[config.mk]
export PLATFORM = sky130hd
export DESIGN_NAME = write_buffer_flat
export DESIGN_NICKNAME = d
export VERILOG_FILES = /design/src/rtl/wb_pkg.sv /design/src/rtl/write_buffer_if.sv /design/src/rtl/wb_fwd_match.sv /design/src/rtl/write_buffer.sv /design/src/flat_wrapper.sv
export SDC_FILE = /design/constraint.sdc
export NUM_CORES = 1
export LEC_CHECK = 0
export CAP_MARGIN = 20
export CORE_ASPECT_RATIO = 0.6
export CORE_MARGIN = 2
export CORE_UTILIZATION = 50
export DETAILED_ROUTE_END_ITERATION = 8
export PLACE_DENSITY_LB_ADDON = 0.2
export REMOVE_ABC_BUFFERS = 1
export SLEW_MARGIN = 40
export SYNTH_ARGS = -nofsm -noshare
export SYNTH_HDL_FRONTEND = slang
export SYNTH_HIERARCHICAL = 1
export SYNTH_SLANG_ARGS = --single-unit
[constraint.sdc]
create_clock -name CLK -period 6.55 [get_ports CLK]
set_clock_uncertainty 0.2 [all_clocks]
set_input_delay 1.6375 -clock CLK [delete_from_list [all_inputs] [get_ports CLK]]
set_output_delay 1.6375 -clock CLK [all_outputs]
set_load 0.01 [all_outputs]
[src/rtl/wb_pkg.sv]
// Shared defaults, drain-FSM encoding and address slicing for the store write buffer.
package wb_pkg;

    localparam int unsigned DefaultDepth = 4;
    localparam int unsigned DefaultAw    = 32;

    // Loads and stores match on the word address, so the byte offset is dropped.
    localparam int unsigned ByteOffW = 2;

    typedef enum logic {
        StIdle = 1'b0,
        StReq  = 1'b1
    } wb_state_e;

endpackage

[src/rtl/write_buffer_if.sv]
// Pipeline-side store/load ports and memory-side drain ports of the write buffer.
interface write_buffer_if
    import wb_pkg::*;
#(
    parameter int unsigned DEPTH = DefaultDepth,
    parameter int unsigned AW    = DefaultAw
);
    localparam int unsigned CntW = $clog2(DEPTH) + 1;

    logic            st_valid;
    logic [AW-1:0]   st_addr;
    logic [AW-1:0]   st_data;
    logic            st_ready;
    logic            ld_valid;
    logic [AW-1:0]   ld_addr;
    logic            fwd_hit;
    logic [AW-1:0]   fwd_data;
    logic            mem_req;
    logic [AW-1:0]   mem_addr;
    logic [AW-1:0]   mem_data;
    logic            mem_ack;
    logic [CntW-1:0] count;
    logic            empty;

    modport master (
        output st_valid, st_addr, st_data, ld_valid, ld_addr, mem_ack,
        input  st_ready, fwd_hit, fwd_data, mem_req, mem_addr, mem_data, count, empty
    );

    modport slave (
        input  st_valid, st_addr, st_data, ld_valid, ld_addr, mem_ack,
        output st_ready, fwd_hit, fwd_data, mem_req, mem_addr, mem_data, count, empty
    );

endinterface

[src/rtl/wb_fwd_match.sv]
// Combinational youngest-match search over the occupied write-buffer entries.
module wb_fwd_match
    import wb_pkg::*;
#(
    parameter int unsigned DEPTH = DefaultDepth,
    parameter int unsigned AW    = DefaultAw
) (
    input  logic [DEPTH-1:0]          occ_i,
    input  logic [DEPTH-1:0][AW-1:0]  addr_i,
    input  logic [DEPTH-1:0][AW-1:0]  data_i,
    input  logic [$clog2(DEPTH)-1:0]  rd_ptr_i,
    input  logic [$clog2(DEPTH)-1:0]  wr_ptr_i,
    input  logic [AW-1:0]             ld_addr_i,
    output logic                      hit_o,
    output logic [AW-1:0]             data_o
);

    localparam int unsigned PtrW = $clog2(DEPTH);

    logic [PtrW-1:0] idx;

    // Walk from oldest to youngest (backwards from wr_ptr) so the youngest match overwrites.
    always_comb begin
        hit_o  = 1'b0;
        data_o = '0;
        idx    = '0;
        for (int k = DEPTH - 1; k >= 0; k--) begin
            idx = wr_ptr_i - PtrW'(k + 1);
            if (occ_i[idx] && (addr_i[idx][AW-1:ByteOffW] == ld_addr_i[AW-1:ByteOffW])) begin
                hit_o  = 1'b1;
                data_o = data_i[idx];
            end
        end
    end

    // rd_ptr is already folded into occ_i; byte offsets never take part in the match.
    logic unused_bits;
    always_comb begin
        unused_bits = ^{rd_ptr_i, ld_addr_i[ByteOffW-1:0]};
        for (int i = 0; i < DEPTH; i++) begin
            unused_bits = unused_bits ^ (^addr_i[i][ByteOffW-1:0]);
        end
    end

endmodule

[src/rtl/write_buffer.sv]
// Store write buffer: circular FIFO of {addr, data}, in-order drain FSM and load forwarding.
module write_buffer
    import wb_pkg::*;
#(
    parameter int unsigned DEPTH = DefaultDepth,
    parameter int unsigned AW    = DefaultAw
) (
    input logic           CLK,
    input logic           RST,
    write_buffer_if.slave bus
);

    localparam int unsigned PtrW = $clog2(DEPTH);
    localparam int unsigned CntW = PtrW + 1;

    wb_state_e                state_q, state_d;
    logic [PtrW-1:0]          wr_ptr_q, wr_ptr_d;
    logic [PtrW-1:0]          rd_ptr_q, rd_ptr_d;
    logic [CntW-1:0]          count_q, count_d;
    logic [DEPTH-1:0][AW-1:0] addr_q;
    logic [DEPTH-1:0][AW-1:0] data_q;

    logic                     st_ready;
    logic                     push;
    logic                     pop;
    logic                     has_entry;
    logic [DEPTH-1:0]         occ;
    logic [PtrW-1:0]          age;
    logic                     match_hit;
    logic [AW-1:0]            match_data;
    logic                     fwd_hit;

    // Readiness uses the registered count only, so a same-cycle pop never frees a slot.
    assign st_ready  = count_q < CntW'(DEPTH);
    assign push      = bus.st_valid && st_ready;
    assign pop       = (state_q == StReq) && bus.mem_ack;
    assign has_entry = count_q != '0;

    always_comb begin
        state_d = state_q;
        case (state_q)
            StIdle: if (has_entry) state_d = StReq;
            StReq:  if (bus.mem_ack) state_d = StIdle;
        endcase
    end

    always_comb begin
        wr_ptr_d = push ? wr_ptr_q + PtrW'(1) : wr_ptr_q;
        rd_ptr_d = pop ? rd_ptr_q + PtrW'(1) : rd_ptr_q;
        count_d  = count_q + CntW'(push) - CntW'(pop);
    end

    always_ff @(posedge CLK) begin
        if (RST) begin
            state_q  <= StIdle;
            wr_ptr_q <= '0;
            rd_ptr_q <= '0;
            count_q  <= '0;
        end else begin
            state_q  <= state_d;
            wr_ptr_q <= wr_ptr_d;
            rd_ptr_q <= rd_ptr_d;
            count_q  <= count_d;
        end
    end

    always_ff @(posedge CLK) begin
        if (push && !RST) begin
            addr_q[wr_ptr_q] <= bus.st_addr;
            data_q[wr_ptr_q] <= bus.st_data;
        end
    end

    // An entry is live when its distance from the head is below the occupancy count.
    always_comb begin
        occ = '0;
        age = '0;
        for (int i = 0; i < DEPTH; i++) begin
            age    = PtrW'(i) - rd_ptr_q;
            occ[i] = {1'b0, age} < count_q;
        end
    end

    wb_fwd_match #(
        .DEPTH(DEPTH),
        .AW   (AW)
    ) u_fwd_match (
        .occ_i    (occ),
        .addr_i   (addr_q),
        .data_i   (data_q),
        .rd_ptr_i (rd_ptr_q),
        .wr_ptr_i (wr_ptr_q),
        .ld_addr_i(bus.ld_addr),
        .hit_o    (match_hit),
        .data_o   (match_data)
    );

    assign fwd_hit      = bus.ld_valid && match_hit;
    assign bus.fwd_hit  = fwd_hit;
    assign bus.fwd_data = fwd_hit ? match_data : '0;

    assign bus.st_ready = st_ready;
    assign bus.count    = count_q;
    assign bus.empty    = !has_entry;
    assign bus.mem_req  = state_q == StReq;
    assign bus.mem_addr = has_entry ? addr_q[rd_ptr_q] : '0;
    assign bus.mem_data = has_entry ? data_q[rd_ptr_q] : '0;

endmodule

[src/flat_wrapper.sv]
// flat-port wrapper written by rule: the top's interface ports become plain ports
module write_buffer_flat import wb_pkg::*;
#(
    parameter int unsigned DEPTH = DefaultDepth,
    parameter int unsigned AW    = DefaultAw
)
  (CLK, RST, bus_st_valid, bus_st_addr, bus_st_data, bus_ld_valid, bus_ld_addr, bus_mem_ack, bus_st_ready, bus_fwd_hit, bus_fwd_data, bus_mem_req, bus_mem_addr, bus_mem_data, bus_count, bus_empty);
  write_buffer_if #(.DEPTH(DEPTH), .AW(AW)) bus_i ();
  input logic CLK;
  input logic RST;
  input wire logic [$bits(bus_i.st_valid)-1:0] bus_st_valid;
  input wire logic [$bits(bus_i.st_addr)-1:0] bus_st_addr;
  input wire logic [$bits(bus_i.st_data)-1:0] bus_st_data;
  input wire logic [$bits(bus_i.ld_valid)-1:0] bus_ld_valid;
  input wire logic [$bits(bus_i.ld_addr)-1:0] bus_ld_addr;
  input wire logic [$bits(bus_i.mem_ack)-1:0] bus_mem_ack;
  output wire logic [$bits(bus_i.st_ready)-1:0] bus_st_ready;
  output wire logic [$bits(bus_i.fwd_hit)-1:0] bus_fwd_hit;
  output wire logic [$bits(bus_i.fwd_data)-1:0] bus_fwd_data;
  output wire logic [$bits(bus_i.mem_req)-1:0] bus_mem_req;
  output wire logic [$bits(bus_i.mem_addr)-1:0] bus_mem_addr;
  output wire logic [$bits(bus_i.mem_data)-1:0] bus_mem_data;
  output wire logic [$bits(bus_i.count)-1:0] bus_count;
  output wire logic [$bits(bus_i.empty)-1:0] bus_empty;
  assign bus_i.st_valid = bus_st_valid;
  assign bus_i.st_addr = bus_st_addr;
  assign bus_i.st_data = bus_st_data;
  assign bus_i.ld_valid = bus_ld_valid;
  assign bus_i.ld_addr = bus_ld_addr;
  assign bus_i.mem_ack = bus_mem_ack;
  assign bus_st_ready = bus_i.st_ready;
  assign bus_fwd_hit = bus_i.fwd_hit;
  assign bus_fwd_data = bus_i.fwd_data;
  assign bus_mem_req = bus_i.mem_req;
  assign bus_mem_addr = bus_i.mem_addr;
  assign bus_mem_data = bus_i.mem_data;
  assign bus_count = bus_i.count;
  assign bus_empty = bus_i.empty;
  write_buffer #(.DEPTH(DEPTH), .AW(AW)) u_core (.CLK(CLK), .RST(RST), .bus(bus_i));
endmodule
---- Yosys cells after proc, flatten, opt, wreduce, memory -nomap -nowiden ----
Cells that the tools add are included.
storage, ports and cells
  register bits after elaboration ......... 264
  output and inout bits ................... 103
  logic and storage cells ................. 97
cells by class
  add/subtract/negate cells ............... 11
  $lt $le $gt $ge ......................... 11
  eq/ne operators ......................... 4
  multiplexer cells ....................... 46
  bitwise gates (word level) .............. 1
  reductions and logical operators ........ 12
operators with widths
  operator               count
  $bmux W32 S2           10
  $mux W32               18
  $bwmux W128            2
  $eq A30 B30 Y1         4
  $demux W32 S2          1
  $lt A2 B3 Y1 const B   5
  $lt A2 B3 Y1           4
  $mux W1                10
  $logic_and A1 B1 Y1    9
  $bmux W1 S2            4
  $add A2 B1 Y2 const B  2
  $sub A1 B2 Y2 const A  2
  $sub A2 B2 Y2 const A  2
  $sub A2 B2 Y2 const B  2
  $add A3 B1 Y3          1
  $lt A3 B3 Y1 const B   1
  $reduce_bool A3 Y1     1
  $sub A3 B1 Y3          1
  $ge A2 B1 Y1 const B   1
  $logic_not A1 Y1       2
  $pmux W1 S2            1
  $sub A2 B1 Y2 const B  1
  $not A1 Y1             1

---- Longest topological paths before layout ----
Gate-level depths: netlist of run 1.
  word-level depth ........................ 11
  depth in mapped cells ................... 19
  mapped depth without buffers ............ 14

---- Cells and area by module ----
Netlist of run 1, hierarchy kept.
by module, submodules not included
  module        times used  cells each  area each (sq um)  seq. area each (sq um)
  write_buffer  1           507         10452.5            7847.5
  wb_fwd_match  1           947         8329.2             0.0

---- Worst setup path before layout of run 1 ----
No wires, ideal clock.
  path type ............................... in2out
  start ................................... input bus_ld_addr[3]
  end ..................................... output bus_fwd_data[10]
  data arrival time ....................... 4.009 ns
  setup slack ............................. 0.704 ns
  cell stages on the path ................. 13
  path buffers ............................ 5
  cell sequence ........................... clkbuf_1 > o2bb2ai_1 > a2111oi_0 > a31oi_1 > nor4_1 > and3_1 > clkbuf_1 > buf_2 > buf_1 > nor2_1 > nand2_1 > clkbuf_1 > and3_1
between the ends
  word-level cells in the longest chain between the ends .. 8
ends and longest elaborated chain
  element                     RTL line             source
  start, declared             flat_wrapper.sv:15   input wire logic [$bits(bus_i.ld_addr)-1:0] bus_ld_addr;
  $eq A30 B30 Y1              wb_fwd_match.sv:29   if (occ_i[idx] && (addr_i[idx][AW-1:ByteOffW] == ld_addr_i[AW-1:ByteOffW])) begin
  $logic_and A1 B1 Y1         wb_fwd_match.sv:29
  $mux W1 (3 in a row)        wb_fwd_match.sv:29
  $mux W1 (*)                 wb_fwd_match.sv:29
  named net u_core.match_hit  write_buffer.sv:29   logic match_hit;
  $logic_and A1 B1 Y1 (*)     write_buffer.sv:98   assign fwd_hit = bus.ld_valid && match_hit;
  $mux W32 (*)                write_buffer.sv:100  assign bus.fwd_data = fwd_hit ? match_data : '0;
  end, declared               flat_wrapper.sv:19   output wire logic [$bits(bus_i.fwd_data)-1:0] bus_fwd_data;
The timed path passes the listed nets; every way through them passes the cells marked *.

---- Final worst setup path of run 1 ----
  start ................................... input bus_ld_addr[11]
  end ..................................... output bus_fwd_data[8]
RTL lines
  element                         RTL line             source
  $eq A30 B30 Y1                  wb_fwd_match.sv:29
  $logic_and A1 B1 Y1             wb_fwd_match.sv:29
  $mux W32 (3 in a row)           wb_fwd_match.sv:29
  $mux W32 (*)                    wb_fwd_match.sv:29
  named net u_core.match_data[8]  write_buffer.sv:30   logic [AW-1:0] match_data;
  $mux W32 (*)                    write_buffer.sv:100
Marks and branches as above.

==> results of run 1 <==
==> how the worst max path moves through the flow <==
stage / endpoint / slack (ns)
after floorplan: bus_fwd_data[0] / -8.10
after detailed placement: bus_fwd_data[19] / -0.50
after CTS: bus_fwd_data[18] / -0.05
after global routing: bus_fwd_data[18] / -0.06
final: bus_fwd_data[8] / 0.05
after global placement: bus_fwd_data[18] / -0.52
==> state kept, by name, indices dropped and copies added (netlist names) <==
register / count
u_core/bus.mem_req: 1
u_core/data_q: 128
u_core/addr_q: 128
u_core/wr_ptr_q: 2
u_core/bus.count: 3
u_core/rd_ptr_q: 2
==> per-stage QoR <==
| step | instances | util [%] |
|---|---|---|
| finish | 2235 | 63.3 |
| global route | 2234 | 63.3 |
| CTS | 2232 | 63.0 |
| detailed placement | 2167 | 59.8 |
| global placement | 2163 | 59.6 |
| floorplan | 1318 | - |
==> logic make-up (layout without fill, tap and decap cells) <==
kind of cell               count (synthesis)  count (layout)
muxes                                    439             439
DFF                                      264             264
and+or+nand+nor                          255             255
AOI/OAI and AO/OA                        216             216
buffers and inverters                    155             431
xor gates and xnor gates                 114             114
adders and majority gates                 11              11
other                                      0               1
==> final cells by class <==
class                           count  area (um^2)  area share, %
Antenna cell                        1         2.50         0.0108
Sequential cell                   264         7860           33.9
Timing Repair Buffer              362         3410           14.7
Tap cell                          504          631           2.71
Inverter                           19         71.3          0.307
Multi-Input combinational cell   1035        10400           44.6
Clock buffer                       34          744           3.21
Clock inverter                     16          135          0.582
==> power breakdown <==
part	internal (uW)	total (uW)	switching, uW
logic	1510	3110	1600
registers	1960	2070	103
clock network	884	1560	679
total	4360	6740	2380
==> synth_stat cells, types with 36 or more instances <==
| library cell | instances | area share [%] |
|---|---|---|
| a221o_1 | 64 | 3.4 |
| and3_1 | 36 | 1.2 |
| clkbuf_1 | 62 | 1.2 |
| edfxtp_1 | 256 | 41 |
| mux2_2 | 136 | 8.2 |
| mux2i_1 | 203 | 11 |
| mux4_2 | 92 | 11 |
| nand2_1 | 38 | 0.76 |
| nor2b_1 | 80 | 2.7 |
| xnor2_1 | 86 | 4.0 |
==> timing repair <==
| item | in CTS | in global routing |
|---|---|---|
| pin swaps | 19 | 16 |
| endpoints found under the setup margin | 33 | 33 |
| cloned | 3 | 0 |
| setup buffers | 12 | 2 |
| gates resized for setup | 148 | 50 |
==> critical path, stage by stage <==
cell	delay (ns)
dlygate4sd2_1	0.28
buf_4	0.17
xnor2_1	0.68
a211oi_1	0.17
nand4_1	0.20
mux2i_4	0.11
nand2_4	0.12
buf_12	0.23
mux2i_1	0.27
mux2i_1	0.13
a22o_1	0.20
and3_1	0.20
clkdlybuf4s15_2	0.23
==> per-layer routing <==
metal / share of wire [%] / routed length, um
met4: 1.7 / 985
met2: 43 / 25300
met1: 46 / 26700
met5: 0.021 / 12
met3: 9.4 / 5520
==> results.md, run 1 <==
* Status: completed
* F_max at 154 MHz
* Die width at 254 um
* DRT antenna net count at 0
* Synth warn at 6
* Synthesized cell area at 18800 um^2
* Num CTS Buffers at 28
* First-pass GRT wire length at 88200 um
* Hold Path Depth at 2
* Max VDD drop at 0.000278 V
* Commonest non-fill, non-tap cell in the layout: edfxtp_1
* Post-synthesis xor/xnor area fraction at 5.32%
* Final min period at 6.50 ns
* Hold_ws at 0.405 ns
* Clock Sinks at ~260
* Clock Root Buffer: clkbuf_16
* Final setup fails at 0
* Predominant post-synthesis flop cell: edfxtp_1
* Final hold violation count at 0
* Post-route cell area at 23200 um^2
* HP Class: flop to flop
* Layout overhead on the synthesized area at 23.7%
* Vias in the first global route at ~14000
* Main combinational cell family by area after synthesis: multiplexers
* Layout cell share with drive strength beyond 1 at 30.1%
* Final-stage net count at 1822
* Via Count at ~14000
* Max Slew Vio Count at 0
* FF-to-FF End: u_core/addr_q[117]
* Total power at 6740 uW
* CP Launch Type: input pin
* CTS clk-pin slew, worst paths at roughly 0.060 ns
* Worst slew margin at 42.6%
* Lkg Pwr at 0.00832 uW
* Hold_buf cts at 0
* Most frequent cells in the layout: edfxtp_1 (256), mux2i_1 (202), clkdlybuf4s50_1 (143)
* Initial core utilization at 51.2%
* Pwr Density at 290 nW/um^2
* Syn Area/Cell at around 13 um^2
* Vias per cell at 6.40
* Crit-path max FO at 28
* Post-synth EDFFs at 256
* Initial DRC count at 1580
* Rows at 54
* CTS tree: yes
* Fillers at ~2900
* R2R cell count at 4
* WL/cell at 26.2 um
* Routability cong. at 0.999
* Post-synth cell types at 67
* Core Area at 36700 um^2
* Post-Synth Adder-Cell Area at 0.773%
* Worst Setup SP: bus_ld_addr[11]
* Global route overflow at 0
* Crit share post-route at 99.3%
* CTS Buffer Depth at 3
* Reg2reg start: u_core/wr_ptr_q[0]
* Hold Path Sink: u_core/bus.mem_req
* Ys async rst share at 0%
* Simple-gate portion of the synthesized area at 7.62%
* Place WS at -0.499 ns
* Syn Inst Count at 1454
* CP required at approximately 4.7 ns
* Die height at 154 um
* DR pass1 iterations at 6
* Max H-tree Level at 1
* Setup TNS at 0 ns
* Met3 track demand over resource at 5.81%
* Max cap viols at 0
* Clk Latency, worst-skew pair at 0.56 ns
* Final wirelength at ~59000 um
* Placed Instance Area at 22000 um^2
* Global Route met2 Usage at 44.6%
* Most Used Layer, Global Route: met1
* Sequential share of the synthesized area at approximately two fifths
* Actual slew at the worst max-slew pin at 0.855 ns
* Count of buffers from port buffering at 201
* Compound-Gate Fraction of Synth Area at 9.21%
* Io pins at 204
* GR Util All Layers at around 30%
* Worst R2R Setup Slack at 4.11 ns
* Setup WS post-layout at around 0.046 ns
* Crit Path Category: input pin to primary output
* Drt drc at 0
* Endpoint type of the worst setup path: primary output
* Initial antenna violation count at 2
* M1 GR Usage at 45.5%
* Post-synthesis register bit count at between 200 and 300
* Hold path startpoint: u_core/bus.mem_req
* Mux cell area share after synthesis at 30.7%
* Pin count of the biggest net entering global routing at 81
* Worst EP arrival at 4.67 ns
* RSZ-0062 raised after global routing: true
* Die area at 39200 um^2
* DP HPWL at 41100 um
Note: power is estimated with default switching activity, not from simulation.
==> run 2: changes to the inputs <==
Settings changed: CTS_CLUSTER_SIZE set to 8.
==> run 2 against run 1 <==
Critical path depth is 3 higher. Sequential share of layout area is 0.89 points lower. Flip-flop and latch count stayed put. Utilization is 1.7 points higher. Highest routed layer unchanged. Largest cell class unchanged. Die area stayed put. Final cell count is 0.76% higher.
==> results.md, run 2 (same netlist as run 1, synthesis figures left out) <==
* CP max-delay cell: a221o_1
* Crit path max-delay family: buffers and inverters
* Critical path cell sequence: clkdlybuf4s18_2, buf_4, nor2_1, a211oi_2, a31oi_1, nor4_2, and3_4, nor2b_4, buf_6, buf_4, buf_12, bufbuf_16, a221o_1, a22o_1, and3_1, buf_2
* CTS clk-pin slew, worst paths at 0.05 ns (about the same)
* Clk Latency, worst-skew pair at 0.53 ns (-0.03 ns)
* RSZ-0062 raised after global routing: false
* Cell mode on critical path: buf_4
* Setup TNS at 0 ns (unchanged)
* Final wirelength at 59900 um (+2.4%)
* Initial DRC count at 1546 (-2.2%)
* Final hold violation count at 0 (unchanged)
* Drt drc at 0 (unchanged)
* Die width at 254 um (unchanged)
* Pin count of the biggest net entering global routing at 81 (unchanged)
* GR Util All Layers at 30.4% (+0.58 points)
* Crit path buf inv count at 7 (+3)
* Worst slew margin at 41.9% (-0.63 points)
* Die area at 39200 um^2 (unchanged)
* Util after Layout at 65.0% (+1.7 points)
* Pwr Density at 295 nW/um^2 (+1.7%)
* Hold_buf cts at 0 (unchanged)
* DRT antenna net count at 0 (unchanged)
* DP HPWL at 41100 um (unchanged)
* CTS tree: yes
* Vias per cell at 6.50 (+1.6%)
* Status: completed
* Final-stage net count at 1853 (+1.7%)
* Final min period at 6.53 ns (+0.0298 ns)
* First-pass GRT wire length at 89600 um (+1.6%)
* Commonest non-fill, non-tap cell in the layout: edfxtp_1
* Max VDD drop at 0.000270 V (-2.7%)
* Io pins at 204 (unchanged)
* Final setup fails at 0 (unchanged)
* Global route overflow at 0 (unchanged)
* CTS Buffer Depth at 3 (unchanged)
* Layout cell share with drive strength beyond 1 at 32.5% (+2.4 points)
* Clock Sinks at 264 (unchanged)
* Most frequent cells in the layout: edfxtp_1 (256), mux2i_1 (198), buf_4 (143)
* DR pass1 iterations at 7 (+1)
* HP Class: flop to flop
* Crit Path Category: input pin to primary output
* Hold_ws at 0.400 ns (-0.00559 ns)
* Max H-tree Level at 2 (+1)
* Lkg Pwr at 0.00865 uW (+4.0%)
* CP peak stage delay at 0.35 ns (-0.33 ns)
* CP Launch Type: input pin
* Rows at 54 (unchanged)
* Clock Root Buffer: clkbuf_16
* Initial antenna violation count at 2 (unchanged)
* Area of the multi-input gates at 10600 um^2 (+2.1%)
* Num CTS Buffers at 38 (+36%)
* Via Count at 14600 (+2.3%)
* Crit share post-route at 99.8% (+0.46 points)
* Vias in the first global route at 14400 (+1.5%)
* Endpoint type of the worst setup path: primary output
* Max cap viols at 0 (unchanged)
* CP required at 4.71 ns (about the same)
* F_max at 153 MHz (-0.46%)
* Initial core utilization at 51.2% (unchanged)
* Die height at 154 um (unchanged)
* Routability cong. at 0.999 (unchanged)
* WL/cell at 26.6 um (+1.6%)
* Fillers at 2796 (-2.0%)
* Register Area at 7860 um^2 (unchanged)
* Count of buffers from port buffering at 201 (unchanged)
* Core Area at 36700 um^2 (unchanged)
* Layout overhead on the synthesized area at 27.0%
* Max Slew Vio Count at 0 (unchanged)
* Crit-path max FO at 8 (-71%)
* Worst EP arrival at 4.70 ns (+0.03 ns)
* Actual slew at the worst max-slew pin at 0.865 ns (+0.00940 ns)
[run 2: changes by cell type in the layout (fill, tap and decap cells not counted), sizes merged]
cell	change
clkdlybuf4s18	+1
inv	-1
clkdlybuf4s15	+2
clkinvlp	-2
clkbuf	+11
bufbuf	+1
bufinv	-2
dlymetal6s2s	-2
dlygate4sd2	+10
clkdlybuf4s50	-4
buf	+12
clkinv	-9
[run 2: path summary, 6_finish.rpt]
check                      from                  to  slack [ns]  depth (start not counted)
max              bus_ld_addr[5]    bus_fwd_data[11]        0.02                         16
min          u_core/bus.mem_req  u_core/rd_ptr_q[1]        0.40                          3
min reg2reg  u_core/bus.mem_req  u_core/rd_ptr_q[1]        0.40                          3
max reg2reg  u_core/wr_ptr_q[0]  u_core/addr_q[117]        4.08                          5
[run 2: power by group]
part,switching (uW),internal [uW],total [uW]
Clock,701,1060,1760
Combinational,1650,1570,3220
Sequential,93.0,1970,2060
Total,2440,4600,7040
[run 2: routing by layer]
metal | wire length (um) | global-route usage, % | vias up
met1 | 26800 | 46.0 | 7526
met3 | 6040 | 6.89 | 76
li1 | - | - | 6322
met2 | 26200 | 45.2 | 704
met5 | 13 | 0 | -
met4 | 861 | 5.24 | 2
[run 2: cell type report]
| type | instances | share of cell area [%] |
|---|---|---|
| Antenna cell | 1 | 0.0105 |
| Timing Repair Buffer | 383 | 15.4 |
| Clock buffer | 44 | 4.17 |
| Sequential cell | 264 | 33.0 |
| Multi-Input combinational cell | 1035 | 44.4 |
| Inverter | 19 | 0.309 |
| Clock inverter | 2 | 0.136 |
| Tap cell | 504 | 2.64 |
[run 2: worst reg2reg max path: stages (launching register included)]
cell and delay, ns:
dfxtp_4 0.51, buf_4 0.19, buf_16 0.17, ha_1 0.18
and2_4 0.51, buf_4 0.38
[run 2: per-stage QoR]
step	cells	cell area, um^2	power [uW]	worst slack, ns
final	2252	23900	7040	0.0158
after global routing	2251	23900	7330	0.000489
after CTS	2230	23500	6950	-0.0219
after detailed placement	2167	22000	5110	-0.499
after global placement	2163	21900	5050	-0.515
after floorplan	1318	18000	4080	-8.10
[run 2: timing repair]
| item | 4_1_cts | 5_1_grt |
|---|---|---|
| endpoints found under the setup margin | 33 | 30 |
| cloned | 5 | 0 |
| buffers inserted | 12 | 21 |
| gates resized for setup | 171 | 67 |
| pin swaps | 33 | 23 |
